[config.mk]
export PLATFORM = sky130hd
export DESIGN_NAME = rggen_bit_field_counter_flat
export DESIGN_NICKNAME = d
export VERILOG_FILES = /design/src/rtl/rggen_rtl_pkg.sv /design/src/rtl/rggen_bit_field_if.sv /design/src/rtl/rggen_counter_core.sv /design/src/rtl/rggen_bit_field_counter.sv /design/src/flat_wrapper.sv
export SDC_FILE = /design/constraint.sdc
export NUM_CORES = 1
export LEC_CHECK = 0
export BUFFER_PORTS_ARGS = -buffer_cell sky130_fd_sc_hd__buf_2
export CORE_AREA = 3 3 92 94
export DETAILED_ROUTE_END_ITERATION = 12
export DIE_AREA = 0 0 95 97
export PLACE_DENSITY = 0.51
export REMOVE_ABC_BUFFERS = 1
export SYNTH_ARGS = -nofsm -noshare
export SYNTH_HDL_FRONTEND = slang
export SYNTH_HIERARCHICAL = 1
export SYNTH_SLANG_ARGS = --single-unit
[constraint.sdc]
create_clock -name clk -period 2.5 [get_ports clk]
set_input_delay 0.125 -clock clk [delete_from_list [all_inputs] [get_ports clk]]
set_output_delay 0.125 -clock clk [all_outputs]
set_load 0.05 [all_outputs]
[src/rtl/rggen_rtl_pkg.sv]
// Shared types and helpers for the rggen counter bit field.
package rggen_rtl_pkg;

   localparam int unsigned RGGEN_COUNTER_MAX_WIDTH = 64;

   typedef enum logic {
      RGGEN_COUNTER_WRAP     = 1'b0,
      RGGEN_COUNTER_SATURATE = 1'b1
   } rggen_counter_mode_e;

   typedef logic [RGGEN_COUNTER_MAX_WIDTH-1:0] rggen_counter_word_t;

   // One counting step: +1 for up only, -1 for down only, hold otherwise.
   // max_value is the all-ones pattern of the real counter width.
   function automatic rggen_counter_word_t rggen_counter_step(
      input rggen_counter_word_t value,
      input rggen_counter_word_t max_value,
      input logic                up,
      input logic                down,
      input rggen_counter_mode_e mode
   );
      rggen_counter_word_t result;
      result = value;
      if (up && !down) begin
         if (value == max_value) begin
            result = (mode == RGGEN_COUNTER_SATURATE) ? max_value : '0;
         end else begin
            result = value + rggen_counter_word_t'(1);
         end
      end else if (down && !up) begin
         if (value == '0) begin
            result = (mode == RGGEN_COUNTER_SATURATE) ? '0 : max_value;
         end else begin
            result = value - rggen_counter_word_t'(1);
         end
      end
      return result;
   endfunction

endpackage

[src/rtl/rggen_bit_field_if.sv]
// Bit-field access bundle between the register block and a bit-field leaf.
interface rggen_bit_field_if #(
   parameter int unsigned WIDTH = 16
);

   logic             write_access;
   logic             read_access;
   logic [WIDTH-1:0] write_data;
   logic [WIDTH-1:0] write_mask;
   logic [WIDTH-1:0] value;
   logic [WIDTH-1:0] read_data;

   modport master (
      output write_access,
      output read_access,
      output write_data,
      output write_mask,
      input  value,
      input  read_data
   );

   modport slave (
      input  write_access,
      input  read_access,
      input  write_data,
      input  write_mask,
      output value,
      output read_data
   );

endinterface

[src/rtl/rggen_counter_core.sv]
// Counter register with step/limit logic.
// RGGEN_BIT_FIELD_COUNTER_OVERFLOW_EN adds the limit-hit output.
module rggen_counter_core
   import rggen_rtl_pkg::*;
#(
   parameter int unsigned         WIDTH         = 16,
   parameter logic [WIDTH-1:0]    INITIAL_VALUE = '0,
   parameter rggen_counter_mode_e MODE          = RGGEN_COUNTER_SATURATE
) (
   input  logic             clk,
   input  logic             rst_n,
   input  logic             load_i,
   input  logic [WIDTH-1:0] load_value_i,
   input  logic             clear_i,
   input  logic             count_up_i,
   input  logic             count_down_i,
   output logic [WIDTH-1:0] count_o
`ifdef RGGEN_BIT_FIELD_COUNTER_OVERFLOW_EN
   ,
   output logic             limit_hit_c_o
`endif
);

   localparam logic [WIDTH-1:0] ALL_ONES = '1;

   logic [WIDTH-1:0] count_q;
   logic [WIDTH-1:0] count_d;
   logic [WIDTH-1:0] base_c;
   logic [WIDTH-1:0] step_c;

   // Next count: a load replaces everything, otherwise step from count or the clear value.
   always_comb begin
      base_c  = count_q;
      step_c  = count_q;
      count_d = count_q;
      if (clear_i) begin
         base_c = INITIAL_VALUE;
      end
      step_c = WIDTH'(rggen_counter_step(rggen_counter_word_t'(base_c),
                                         rggen_counter_word_t'(ALL_ONES),
                                         count_up_i, count_down_i, MODE));
      if (load_i) begin
         count_d = load_value_i;
      end else begin
         count_d = step_c;
      end
   end

   // Counter state register.
   always_ff @(posedge clk or negedge rst_n) begin
      if (!rst_n) begin
         count_q <= INITIAL_VALUE;
      end else begin
         count_q <= count_d;
      end
   end

`ifdef RGGEN_BIT_FIELD_COUNTER_OVERFLOW_EN
   // A hardware step landing on the limit in its own direction; loads mask it.
   always_comb begin
      limit_hit_c_o = 1'b0;
      if (!load_i) begin
         if (count_up_i && !count_down_i && (step_c == ALL_ONES)) begin
            limit_hit_c_o = 1'b1;
         end else if (count_down_i && !count_up_i && (step_c == '0)) begin
            limit_hit_c_o = 1'b1;
         end
      end
   end
`endif

   assign count_o = count_q;

endmodule

[src/rtl/rggen_bit_field_counter.sv]
// Hardware event counter bit field: software masked write, optional clear-on-read.
// RGGEN_BIT_FIELD_COUNTER_OVERFLOW_EN adds the sticky o_overflow flag.
module rggen_bit_field_counter
   import rggen_rtl_pkg::*;
#(
   parameter int unsigned      WIDTH         = 16,
   parameter logic [WIDTH-1:0] INITIAL_VALUE = '0,
   parameter bit               SATURATE      = 1'b1,
   parameter bit               CLEAR_ON_READ = 1'b0
) (
   input  logic             clk,
   input  logic             rst_n,
   rggen_bit_field_if.slave bit_field_if,
   input  logic             i_count_up,
   input  logic             i_count_down,
   output logic [WIDTH-1:0] o_value
`ifdef RGGEN_BIT_FIELD_COUNTER_OVERFLOW_EN
   ,
   output logic             o_overflow
`endif
);

   localparam rggen_counter_mode_e MODE =
      SATURATE ? RGGEN_COUNTER_SATURATE : RGGEN_COUNTER_WRAP;

   logic             write_c;
   logic             read_c;
   logic [WIDTH-1:0] write_data_c;
   logic [WIDTH-1:0] write_mask_c;
   logic [WIDTH-1:0] count;
   logic [WIDTH-1:0] merged_c;
   logic             clear_c;

   assign write_c      = bit_field_if.write_access;
   assign read_c       = bit_field_if.read_access;
   assign write_data_c = bit_field_if.write_data;
   assign write_mask_c = bit_field_if.write_mask;

   // Software write merge and clear-on-read decision; a write always wins.
   always_comb begin
      merged_c = (count & ~write_mask_c) | (write_data_c & write_mask_c);
      clear_c  = 1'b0;
      if (CLEAR_ON_READ && read_c && !write_c) begin
         clear_c = 1'b1;
      end
   end

`ifdef RGGEN_BIT_FIELD_COUNTER_OVERFLOW_EN
   logic limit_hit_c;
   logic overflow_q;
   logic overflow_d;
`endif

   rggen_counter_core #(
      .WIDTH         (WIDTH),
      .INITIAL_VALUE (INITIAL_VALUE),
      .MODE          (MODE)
   ) u_core (
      .clk           (clk),
      .rst_n         (rst_n),
      .load_i        (write_c),
      .load_value_i  (merged_c),
      .clear_i       (clear_c),
      .count_up_i    (i_count_up),
      .count_down_i  (i_count_down),
      .count_o       (count)
`ifdef RGGEN_BIT_FIELD_COUNTER_OVERFLOW_EN
      ,
      .limit_hit_c_o (limit_hit_c)
`endif
   );

`ifdef RGGEN_BIT_FIELD_COUNTER_OVERFLOW_EN
   // Sticky flag: a limit hit sets it ahead of any clear in the same cycle.
   always_comb begin
      overflow_d = overflow_q;
      if (limit_hit_c) begin
         overflow_d = 1'b1;
      end else if ((write_c && (|write_mask_c)) || clear_c) begin
         overflow_d = 1'b0;
      end
   end

   // Overflow flag register.
   always_ff @(posedge clk or negedge rst_n) begin
      if (!rst_n) begin
         overflow_q <= 1'b0;
      end else begin
         overflow_q <= overflow_d;
      end
   end

   assign o_overflow = overflow_q;
`endif

   assign o_value                = count;
   assign bit_field_if.value     = count;
   assign bit_field_if.read_data = count;

endmodule
[src/flat_wrapper.sv]
// flat-port wrapper written by rule: the top's interface ports become plain ports
module rggen_bit_field_counter_flat import rggen_rtl_pkg::*;
#(
   parameter int unsigned      WIDTH         = 16,
   parameter logic [WIDTH-1:0] INITIAL_VALUE = '0,
   parameter bit               SATURATE      = 1'b1,
   parameter bit               CLEAR_ON_READ = 1'b0
)
  (clk, rst_n, i_count_up, i_count_down, o_value, bit_field_if_write_access, bit_field_if_read_access, bit_field_if_write_data, bit_field_if_write_mask, bit_field_if_value, bit_field_if_read_data);
  rggen_bit_field_if #(.WIDTH(WIDTH)) bit_field_if_i ();
  input  logic clk;
  input  logic rst_n;
  input  logic i_count_up;
  input  logic i_count_down;
  output logic [WIDTH-1:0] o_value;
  input wire logic [$bits(bit_field_if_i.write_access)-1:0] bit_field_if_write_access;
  input wire logic [$bits(bit_field_if_i.read_access)-1:0] bit_field_if_read_access;
  input wire logic [$bits(bit_field_if_i.write_data)-1:0] bit_field_if_write_data;
  input wire logic [$bits(bit_field_if_i.write_mask)-1:0] bit_field_if_write_mask;
  output wire logic [$bits(bit_field_if_i.value)-1:0] bit_field_if_value;
  output wire logic [$bits(bit_field_if_i.read_data)-1:0] bit_field_if_read_data;
  assign bit_field_if_i.write_access = bit_field_if_write_access;
  assign bit_field_if_i.read_access = bit_field_if_read_access;
  assign bit_field_if_i.write_data = bit_field_if_write_data;
  assign bit_field_if_i.write_mask = bit_field_if_write_mask;
  assign bit_field_if_value = bit_field_if_i.value;
  assign bit_field_if_read_data = bit_field_if_i.read_data;
  rggen_bit_field_counter #(.WIDTH(WIDTH), .INITIAL_VALUE(INITIAL_VALUE), .SATURATE(SATURATE), .CLEAR_ON_READ(CLEAR_ON_READ)) u_core (.clk(clk), .rst_n(rst_n), .bit_field_if(bit_field_if_i), .i_count_up(i_count_up), .i_count_down(i_count_down), .o_value(o_value));
endmodule
# Word-level counts from Yosys, hierarchy flattened

Cells that the tools add are included.

Add/subtract/negate cells: 2
Multiply operators: 0
Divide/modulo/power cells: 0
Magnitude comparators: 0
Equal/unequal tests: 1
Shift-type cells: 0
Mux-type cells: 5
Bitwise logic cells: 4
Reductions and logical operators: 6

Operator list:

| operator                | count |
|---|---|
| $mux W16                | 5 |
| $and A16 B16 Y16        | 2 |
| $add A16 B1 Y16 const B | 1 |
| $eq A16 B16 Y1 const B  | 1 |
| $logic_not A16 Y1       | 1 |
| $not A16 Y16            | 1 |
| $or A16 B16 Y16         | 1 |
| $sub A16 B1 Y16 const B | 1 |
| $reduce_bool A3 Y1      | 1 |
| $logic_and A1 B1 Y1     | 2 |
| $logic_not A1 Y1        | 2 |

Register bits: 16
Bits in latches: 0
Memory bits (writable): 0
Bits in read-only memories: 0
Input bits: 38
Logic and storage cells: 19
Memories: 0

# Longest topological paths before layout

Gate-level depths: netlist (run 1).

Depth in word-level cells: 5
Depth in mapped cells: 10
Depth with buffers taken out: 8

# Hierarchy

The synthesis (run 1) kept the hierarchy.

By module, submodules not included:

| module                  | times used | cells an instance | area each (um^2) | seq. area each (um^2) |
|---|---|---|---|---|
| rggen_counter_core      | 1          | 250               | 1,801.7          | 400.4 |
| rggen_bit_field_counter | 1          | 49                | 484.2            | 0.0 |

# Least setup slack after synthesis (run 1)

Ideal clock, no wire load.

Kind: register to register
Start: register u_core.u_core.count_q[0] (netlist: u_core/u_core/count_o[0])
End: register u_core.u_core.count_q[14] (netlist: u_core/u_core/count_o[14])
Library setup time: 0.125 ns
Data arrival time: 2.647 ns
Data required time: 2.375 ns
Path slack: -0.273 ns
Cell stages (with the launch flop): 10
Cell sequence: dfrtp_1 > nand2b_1 > inv_1 > ha_1 > nand3_1 > or4_1 > clkbuf_2 > or3_1 > a31oi_1 > a2bb2oi_1

Cells in the longest elaborated chain, start to end: 5
Elaborated cells between the ends (all ways): 9
Classes of those cells: 2 x add/sub; 1 x eq/ne; 5 x mux; 1 x reduce/logical

RTL lines:

| what                                                        | RTL line                                 | source |
|---|---|---|
| start: declaration                                          | rggen_counter_core.sv:26                 | `logic [WIDTH-1:0] count_q;` |
| start signal: assignment                                    | rggen_counter_core.sv:54                 | `count_q <= count_d;` |
| $sub A16 B1 Y16 / $logic_not A16 Y1 (equally long branches) | rggen_rtl_pkg.sv:34, rggen_rtl_pkg.sv:31 |  |
| $mux W16                                                    | rggen_rtl_pkg.sv:31                      | `if (value == '0) begin` |
| $mux W16                                                    | rggen_rtl_pkg.sv:30                      | `end else if (down && !up) begin` |
| $mux W16 (*)                                                | rggen_rtl_pkg.sv:24                      | `if (up && !down) begin` |
| $mux W16 (*)                                                | rggen_counter_core.sv:42                 | `if (load_i) begin` |
| via u_core.u_core.count_d[14]                               | rggen_counter_core.sv:27                 | `logic [WIDTH-1:0] count_d;` |

Mark *: on every way through the listed nets, which the timed path passes. The rest lies on a longest branch. The select of a mux whose other input is x is not followed.
A chain may end at the register's enable or synchronous reset.

# Worst setup path after layout (run 1)

Ends and elaborated chain as after synthesis.

==> results of run 1 <==
==> area by class of cell <==
class,count,area [um^2]
flip-flops and latches,16,400.4
fillers,845,4985
clock buffers,3,41.29
inverters,15,56.30
multi-input cells,215,1499
well taps,102,127.6
repair buffers,110,618.1
==> power breakdown <==
part	total (mW)	switching [mW]	internal, mW
logic	0.930	0.645	0.285
registers	0.359	0.0664	0.292
clock network	0.215	0.108	0.108
==> layer usage <==
metal	vias to the layer above	GRT usage (%)
met4	0	2.997
met3	14	3.188
met1	1125	21.84
met5	-	0
li1	1176	-
met2	77	26.19
==> critical path: cells and delay by family, from the launching register on <==
kind / cells / cell delay [ns]
AOI/OAI and AO/OA: 2 / 0.25
adders and majority gates: 1 / 0.16
buffers and inverters: 2 / 0.27
DFF: 1 / 0.35
and+or+nand+nor: 4 / 1.16
==> metrics by stage <==
step | worst slack (ns) | hold slack (ns) | cells
after global routing | 0.03082 | 0.2034 | 461
after floorplan | -0.9922 | -0.1706 | 246
final | 0.1804 | 0.1880 | 461
after global placement | 0.2329 | 0.08787 | 457
after CTS | 0.1839 | 0.1839 | 461
after detailed placement | 0.2045 | 0.08716 | 457
==> placed cells by master, fill, tap and decap left out, drive strengths merged, types with 3 or more instances in the layout <==
cell    count
nor2b       4
xor2        4
nor3        4
or3         5
mux2       17
o21ai      23
xnor2       5
nand4       5
or4         6
nor4        8
buf       109
dfrtp      16
clkbuf      3
and3        3
a21oi      17
nor2       23
a211oi      3
mux2i       3
ha          3
nand3       9
inv        15
nand2b      8
a32oi       3
nand2      17
a31oi       7
==> Yosys cell counts (4+ instances only) <==
master,instances
a21oi_1,17
a31oi_1,7
buf_2,8
buf_4,32
clkbuf_1,12
dfrtp_1,16
inv_1,15
mux2_4,16
nand2_1,17
nand2b_1,8
nand3_1,9
nand4_1,5
nor2_1,23
nor2b_1,4
nor3_1,4
nor4_1,7
o21ai_0,22
or4_1,5
xnor2_1,5
xor2_1,4
==> timing repair <==
| item | 4_1_cts | 5_1_grt |
|---|---|---|
| hold buffers | 1 | 0 |
| buffers inserted | 0 | 0 |
| hold endpoints to repair | 16 | 0 |
==> how the worst max path moves through the flow <==
| stage | startpoint | to | slack [ns] | depth (start not counted) |
|---|---|---|---|---|
| global route | u_core/u_core/count_o[0] | u_core/u_core/count_o[1] | 0.03 | 9 |
| finish | u_core/u_core/count_o[0] | u_core/u_core/count_o[14] | 0.18 | 9 |
| CTS | u_core/u_core/count_o[0] | u_core/u_core/count_o[14] | 0.18 | 9 |
| global placement | u_core/u_core/count_o[0] | u_core/u_core/count_o[14] | 0.23 | 9 |
| floorplan | u_core/u_core/count_o[0] | u_core/u_core/count_o[14] | -0.99 | 8 |
| detailed placement | u_core/u_core/count_o[0] | u_core/u_core/count_o[14] | 0.20 | 9 |
==> cell families after synthesis <==
kind of cell | Yosys count | share of synthesized area [%]
xor gates and xnor gates | 9 | 3.448
DFF | 16 | 17.51
other | 1 | 0.1640
and+or+nand+nor | 102 | 25.01
buffers and inverters | 68 | 16.91
adders and majority gates | 3 | 1.642
muxes | 20 | 12.32
AOI/OAI and AO/OA | 80 | 22.99
==> impl_metrics.yaml, run 1 <==
critical_path:
  crit_fanout: 4
  reg2regPathDepth: 9
  crit_chain: "nand2b_1 -> inv_1 -> ha_1 -> nand3_1 -> or4_1 -> buf_4 -> or3_1 -> a31oi_1 -> a2bb2oi_1"
  crit_path_max_incr_delay_ns: 0.61
  worst-setup-path-type: "flip-flop to flip-flop"
  crit_slowest_cell: "or4_1"
  critPathRequiredTime_ns: 2.65
  critPathCaptureType: "flip-flop"
  r2r-start: "u_core/u_core/count_o[0]"
  critPathArrivalTime_ns: 2.46
  reg2reg_slack_ns: 0.18
  start_kind: "flip-flop"
  worstReg2RegEnd: "u_core/u_core/count_o[14]"
finish:
  finalCoreUtilization_pct: 35.49
  stdcell_area_um2: 2743
  layout-drive-gt1-share_pct: 38.72
  diodes: 0
  nets: 402
  largest_reg_flops: 16
  area_growth_pct: 19.98
detailed_routing:
  wl_um: 7312
  final_antenna_net_count: 0
  drc: 0
  wl_met3_um: 432
  wirelength_met1_um: 3369
  first_pass_iters: 4
  wl_met2_um: 3405
  drt-vias-per-instance: 5.189
  dr.first_iter.drc_count: 158
  top_layer_used: "met4"
  vias: 2392
  routedWlPerCell_um: 15.86
run_status:
  status: "complete, no violations"
min_path:
  hold_depth: 4
  holdPathEnd: "u_core/u_core/count_o[2]"
  hp-class: "input port to flip-flop"
  hp-start: "bit_field_if_write_data[2]"
place:
  postPlaceCellArea_um2: 2691
  numPortBuffers: 84
  dp_hpwl_um: 5547
  place_congestion: 0.8855
global_route:
  grt_pass1_vias: 2299
  track_usage_pct: 16.03
  grt_pass1_wl_um: 11840
  overflow: 0
  antenna_found_initial: 0
  grt_max_degree: 29
timing:
  worst_pin_slew_ns: 0.6198
  clock.fmax_ghz: 0.4311
  period_minus_slack_ns: 2.320
  max_slew_margin_pct: 58.59
  setup_tns_ns: 0
  setup_viol: 0
  hold_viol: 0
  post-route-period-util_pct: 92.78
  maxSlewViolCount: 0
  skew_ns: 0.004577
  rsz0062_at_grt: "no"
clock_network:
  clkTransAtPathRegs_ns: 0.07
  clock_latency_ns: 0.26
  cts_resized: 0
  cts_root_buffer: "clkbuf_8"
  cts.path.max_buffers: 2
  cts_tree: "yes"
  h-tree-depth: 1
  cts_made_buffers: 3
  clock_sinks: 16
synth:
  synth-edff-count: 0
  syn_inst: 299
  yosysWarnings: 6
  ys.flop_type: "dfrtp_1"
  synth_top_area_cell: "dfrtp_1"
  synth_async_sr_flop_share_pct: 100.0
  synth_cell_type_count: 60
  syn_area_per_cell_um2: 7.645
  synth_top_area_share_pct: 17.52
  ys_top_cells_by_area: "dfrtp_1 (18%), buf_4 (11%), mux2_4 (11%)"
  synth_area_um2: 2286
  synth_seq_area_share_pct: 17.52
  ys_ff_latch: 16
floorplanning:
  pin_count: 86
  die_h_um: 97
  coreArea_um2: 7727
  rows: 32
  die_area_um2: 9215
  initial_core_util_pct: 29.58
  die_width_um: 95
power:
  p_per_area_nw_per_um2: 548.4
  p_leak_nw: 1.280
  ir_drop_v: 0.0002033
  fin_total_pwr_mw: 1.504
job:
  max_cap_violations: 0
Power figures use the tool's default switching activity.
==> run 2: changes to the inputs <==
--- a/config.mk
+++ b/config.mk
@@ -5,11 +5,11 @@
 export SDC_FILE = /design/constraint.sdc
 export NUM_CORES = 1
 export LEC_CHECK = 0
-export BUFFER_PORTS_ARGS = -buffer_cell sky130_fd_sc_hd__buf_2
+export BUFFER_PORTS_ARGS = -buffer_cell sky130_fd_sc_hd__buf_4
 export CORE_AREA = 3 3 92 94
 export DETAILED_ROUTE_END_ITERATION = 12
 export DIE_AREA = 0 0 95 97
-export PLACE_DENSITY = 0.51
+export PLACE_DENSITY = 0.49
 export REMOVE_ABC_BUFFERS = 1
 export SYNTH_ARGS = -nofsm -noshare
 export SYNTH_HDL_FRONTEND = slang
==> constraint.sdc (replaced) <==
create_clock -name clk -period 3 [get_ports clk]
set_input_delay 0.15 -clock clk [delete_from_list [all_inputs] [get_ports clk]]
set_output_delay 0.15 -clock clk [all_outputs]
set_load 0.05 [all_outputs]
==> impl_metrics.yaml, run 2 (synthesis results as in run 1) <==
clock_network:
  h-tree-depth: 1
  cts_root_buffer: "clkbuf_8"
  cts_made_buffers: 3
  postCtsSetupRepairBufs: 0
  cts_tree: "yes"
  clkTransAtPathRegs_ns: 0.08
  cts.path.max_buffers: 2
  clock_sinks: 16
  clock_latency_ns: 0.26
critical_path:
  worstReg2RegEnd: "u_core/u_core/count_o[0]"
  worst-setup-path-type: "flip-flop to flip-flop"
  crit_family: "simple AND/OR/NAND/NOR gates"
  start_kind: "flip-flop"
  crit_fanout: 7
  crit_chain: "nand2b_1 -> inv_1 -> ha_1 -> nand3_1 -> or4_1 -> nor2_1 -> buf_4 -> a21oi_1 -> a32oi_1"
  reg2reg_slack_ns: 0.56
  critPathCaptureType: "flip-flop"
  crit_path_max_incr_delay_ns: 0.73
  reg2regPathDepth: 9
  r2r-start: "u_core/u_core/count_o[1]"
  crit_buf_inv: 2
  critPathArrivalTime_ns: 2.63
  critPathRequiredTime_ns: 3.18
  crit_slowest_cell: "or4_1"
  critical_path_depth: 9
place:
  dp.cells: 440
  dp_hpwl_um: 5345
  place_congestion: 0.9054
  numPortBuffers: 84
floorplanning:
  initial_core_util_pct: 29.58
  coreArea_um2: 7727
  die_area_um2: 9215
  die_width_um: 95
  pin_count: 86
  die_h_um: 97
  rows: 32
timing:
  setup_tns_ns: 0
  period_minus_slack_ns: 2.443
  maxSlewViolCount: 0
  worst_pin_slew_ns: 0.6217
  hold_viol: 0
  post-route-period-util_pct: 81.44
  skew_ns: 0.001208
  max_slew_margin_pct: 58.17
  setup_viol: 0
  clock.fmax_ghz: 0.4093
  rsz0062_at_grt: "no"
  whs_ns: 0.2155
min_path:
  hp-start: "bit_field_if_write_data[1]"
  hp-class: "input port to flip-flop"
  hold_depth: 4
  holdPathEnd: "u_core/u_core/count_o[1]"
power:
  ir_drop_v: 0.0001639
  p_per_area_nw_per_um2: 463.5
  p_leak_nw: 1.270
global_route:
  grt_max_degree: 29
  grt_pass1_wl_um: 12040
  overflow: 0
  track_usage_pct: 16.30
  antenna_found_initial: 0
  grt_pass1_vias: 2318
finish:
  area_growth_pct: 24.19
  largest_reg_flops: 16
  diodes: 0
  nets: 385
  layout-drive-gt1-share_pct: 35.86
  final_common_cell: "buf_4"
  fin_cells: 445
  mostFrequentLayoutCells: "buf_4 (92), nor2_1 (23), o21ai_0 (22)"
  fill_cells: 831
detailed_routing:
  vias: 2363
  wl_um: 7309
  routedWlPerCell_um: 16.42
  dr.first_iter.drc_count: 211
  final_antenna_net_count: 0
  drt-vias-per-instance: 5.310
  drc: 0
  first_pass_iters: 4
job:
  max_cap_violations: 0
run_status:
  status: "complete, no violations"
==> run 2: cell types whose count changed in the layout (fill, tap and decap cells not counted), sizes merged <==
cell / previous run / this run
clkbuf: 3 / 4
buf: 109 / 92
==> run 2: final cells by class <==
class | count | area (um^2) | area share, %
multi-input cells | 215 | 1499 | 52.80
repair buffers | 93 | 700.7 | 24.68
flip-flops and latches | 16 | 400.4 | 14.10
well taps | 102 | 127.6 | 4.495
inverters | 15 | 56.30 | 1.983
clock buffers | 4 | 55.05 | 1.939
==> run 2: power breakdown <==
group / switching (mW) / internal [mW] / leakage (nW) / total, mW
registers: 0.0849 / 0.243 / 0.193 / 0.328
clock network: 0.0948 / 0.117 / 0.0288 / 0.212
logic: 0.508 / 0.269 / 1.05 / 0.776
total: 0.687 / 0.629 / 1.27 / 1.32
==> run 2: worst max path at each step <==
| stage | start | end | slack, ns |
|---|---|---|---|
| global route | u_core/u_core/count_o[0] | u_core/u_core/count_o[0] | 0.38 |
| detailed placement | u_core/u_core/count_o[0] | u_core/u_core/count_o[0] | 0.61 |
| CTS | u_core/u_core/count_o[0] | u_core/u_core/count_o[0] | 0.59 |
| finish | u_core/u_core/count_o[1] | u_core/u_core/count_o[0] | 0.56 |
| floorplan | u_core/u_core/count_o[0] | u_core/u_core/count_o[14] | -0.49 |
| global placement | u_core/u_core/count_o[1] | u_core/u_core/count_o[9] | 0.61 |
==> run 2: worst register-to-register path: stages (launching register included) <==
cell      delay, ns
dfrtp_1        0.35
nand2b_1       0.14
inv_1          0.09
ha_1           0.23
nand3_1        0.12
or4_1          0.73
nor2_1         0.16
buf_4          0.16
a21oi_1        0.16
a32oi_1        0.24
==> run 2: timing repair <==
item,4_1_cts,5_1_grt
endpoints found under the hold margin,16,0
hold buffers,1,0
gates resized for setup,0,0
==> run 2: metrics by stage <==
stage	power (mW)	setup slack [ns]	util [%]	instance area, um^2
final	1.316	0.5567	36.74	2839
after global routing	1.392	0.3801	36.74	2839
after CTS	1.324	0.5942	36.74	2839
after detailed placement	1.106	0.6122	35.90	2774
after global placement	1.100	0.6107	35.90	2774
after floorplan	0.8361	-0.4922	-	1956
==> run 2: routing by layer <==
metal	share of wire (%)	track usage [%]	wire length [um]
met1	45	22.81	3303
met2	47	26.41	3469
met3	6.2	2.333	456
met4	1.1	3.441	79
met5	0	0	0
==> run 3: changes to the inputs <==
--- a/config.mk
+++ b/config.mk
@@ -5,11 +5,12 @@
 export SDC_FILE = /design/constraint.sdc
 export NUM_CORES = 1
 export LEC_CHECK = 0
+export ABC_AREA = 1
 export BUFFER_PORTS_ARGS = -buffer_cell sky130_fd_sc_hd__buf_4
-export CORE_AREA = 3 3 92 94
+export CORE_AREA = 3 3 96 98
 export DETAILED_ROUTE_END_ITERATION = 12
-export DIE_AREA = 0 0 95 97
-export PLACE_DENSITY = 0.49
+export DIE_AREA = 0 0 99 101
+export PLACE_DENSITY = 0.5
 export REMOVE_ABC_BUFFERS = 1
 export SYNTH_ARGS = -nofsm -noshare
 export SYNTH_HDL_FRONTEND = slang
==> constraint.sdc (replaced) <==
create_clock -name clk -period 2 [get_ports clk]
set_input_delay 0.1 -clock clk [delete_from_list [all_inputs] [get_ports clk]]
set_output_delay 0.1 -clock clk [all_outputs]
set_load 0.05 [all_outputs]
==> impl_metrics.yaml, run 3 <==
synth:
  syn_inst: 439
  synth_most_common_cell: "nand2_1"
  synth_top_area_share_pct: 27.08
  synth-edff-count: 0
  synth_cell_type_count: 28
  ys_top_cells_by_area: "nand2_1 (27%), dfrtp_1 (16%), buf_4 (9.9%)"
  syn_area_per_cell_um2: 5.683
  synth_area_um2: 2495
  netlist_top_cells_count: "nand2_1 (180), inv_1 (50), nor2_1 (39)"
  synth_top_area_cell: "nand2_1"
  yosysWarnings: 6
  synth_seq_area_share_pct: 16.05
  synth_async_sr_flop_share_pct: 100.0
  ys.flop_type: "dfrtp_1"
  ys_ff_latch: 16
critical_path:
  worstReg2RegEnd: "u_core/u_core/count_o[0]"
  crit_top_cell: "nand2_1"
  r2r-start: "u_core/u_core/count_o[1]"
  startpoint: "u_core/u_core/count_o[1]"
  crit_path_end: "u_core/u_core/count_o[0]"
  critical_path_depth: 10
  crit_slowest_cell: "dfrtp_1"
  reg2reg_slack_ns: 0.18
  start_kind: "flip-flop"
  critPathArrivalTime_ns: 2.01
  reg2regPathDepth: 10
  critPathRequiredTime_ns: 2.19
  critPathCaptureType: "flip-flop"
  worst-setup-path-type: "flip-flop to flip-flop"
  crit_buf_inv: 2
  crit_chain: "inv_1 -> nor2_2 -> ha_1 -> nand4_2 -> nor3_1 -> nand2_2 -> buf_4 -> nand2_1 -> nand2_1 -> a31oi_1"
  crit_path_max_incr_delay_ns: 0.39
  crit_fanout: 7
  crit_family: "simple AND/OR/NAND/NOR gates"
clock_network:
  clock_sinks: 16
  h-tree-depth: 1
  cts_root_buffer: "clkbuf_8"
  cts_made_buffers: 3
  cts_tree: "yes"
  postCtsSetupRepairBufs: 0
  clock_latency_ns: 0.27
  cts.path.max_buffers: 2
  clkTransAtPathRegs_ns: 0.09
power:
  p_leak_nw: 1.872
  swShare_pct: 53.18
  seqPwrFrac_pct: 22.8
  p_comb_share_pct: 59.7
  p_per_area_nw_per_um2: 600.3
  ir_drop_v: 0.0003411
  switchingPower_mw: 1.017
  p_clk_share_pct: 17.5
  power.internal_uw: 895.6
floorplanning:
  die_width_um: 99
  rows: 34
  initial_core_util_pct: 29.18
  coreArea_um2: 8551
  pin_count: 86
  die_h_um: 101
  die_area_um2: 9999
timing:
  rsz0062_at_grt: "yes"
  clock.fmax_ghz: 0.5504
  setup_viol: 0
  whs_ns: 0.1135
  setup_tns_ns: 0
  post-route-period-util_pct: 90.85
  maxSlewViolCount: 0
  period_minus_slack_ns: 1.817
  skew_ns: 0.005456
  hold_viol: 0
run_status:
  status: "complete, no violations"
place:
  dp_hpwl_um: 6234
  postPlaceCellArea_um2: 3112
  numPortBuffers: 84
  dp.cells: 614
  place_congestion: 0.9019
global_route:
  overflow: 0
  grt_pass1_wl_um: 12620
  grt_pass1_vias: 2547
  track_usage_pct: 15.66
  grt_max_degree: 24
  antenna_found_initial: 0
finish:
  final_common_cell: "nand2_1"
  nets: 553
  stdcell_area_um2: 3187
  fin_cells: 619
  layout-drive-gt1-share_pct: 29.35
  largest_reg_flops: 16
  multi_input_area_um2: 1580
  mostFrequentLayoutCells: "nand2_1 (180), buf_4 (107), inv_1 (50)"
  area_growth_pct: 27.73
  fill_cells: 977
  register_area_um2: 400.4
  diodes: 0
detailed_routing:
  final_antenna_net_count: 0
  drc: 0
  vias: 2813
  wl_um: 7900
  drt-vias-per-instance: 4.544
  first_pass_iters: 4
  routedWlPerCell_um: 12.76
  dr.first_iter.drc_count: 94
min_path:
  hp-class: "input port to flip-flop"
job:
  max_cap_violations: 0
run 3: cell types whose count changed after synthesis, moves of 11 or more:
cell      delta
nand2_2     +12
a21oi_1     -16
nand3_1     +25
nor2_1      +16
o21ai_0     -11
clkbuf_1    -11
inv_1       +35
mux2_4      -16
nand2_1    +163
run 3: repair_timing:
item,CTS,global route
hold buffers,1,0
gates resized for setup,0,3
setup endpoints to repair,0,2
hold endpoints to repair,16,0
run 3: cell type report:
class | count | share of cell area (%)
inverters | 52 | 6.360
multi-input cells | 331 | 49.59
clock buffers | 4 | 1.728
repair buffers | 108 | 25.52
flip-flops and latches | 16 | 12.56
well taps | 108 | 4.240
run 3: tightest hold or removal path: stages:
cell	delay, ns
buf_4	0.07
nand2_1	0.04
nand2_1	0.05
nand2_1	0.04
nand2_1	0.05
run 3: kinds of logic (layout without fill, tap and decap cells):
logic type                 count (synthesis)  in the layout  synth area share (%)
and+or+nand+nor                          302            302                 54.61
buffers and inverters                     92            164                 21.01
AOI/OAI and AO/OA                         16             16                 3.510
DFF                                       16             16                 16.05
xor gates and xnor gates                   9              9                 3.160
adders and majority gates                  3              3                 1.505
other                                      1              1                0.1503
run 3: worst min-delay path by stage:
stage                                            from                   endpoint  slack, ns  cells after the start
after CTS                 bit_field_if_write_data[10]  u_core/u_core/count_o[10]       0.11                      5
after global routing      bit_field_if_write_data[13]  u_core/u_core/count_o[13]       0.14                      5
after floorplan                                 rst_n   u_core/u_core/count_o[0]      -0.20                      0
after detailed placement                        rst_n   u_core/u_core/count_o[2]     -0.004                      1
after global placement                          rst_n   u_core/u_core/count_o[2]     -0.006                      1
final                     bit_field_if_write_data[10]  u_core/u_core/count_o[10]       0.11                      5
run 3: routing by layer:
layer	vias to the layer above	routed length, um	GRT usage [%]
met2	73	3745	25.98
met3	10	396	2.561
met5	-	0	0
met1	1268	3632	21.17
met4	0	126	3.887
li1	1462	-	-
run 3: per-stage QoR:
step                      utilization, %  total power, mW  setup WS [ns]
after floorplan                        -            1.182        -0.8983
after global placement             36.39            1.576         0.2143
after detailed placement           36.39            1.582         0.1498
after CTS                          37.15            1.923         0.1686
after global routing               37.27            2.037      -0.005822
final                              37.27            1.913         0.1831
run 3: power by group through the flow:
stage | Clock, mW | Combinational (mW) | Sequential (mW)
floorplan | 0 | 0.339 | 0.842
global placement | 0 | 1.13 | 0.442
detailed placement | 0 | 1.14 | 0.445
CTS | 0.344 | 1.14 | 0.438
global route | 0.362 | 1.23 | 0.446
finish | 0.336 | 1.14 | 0.436
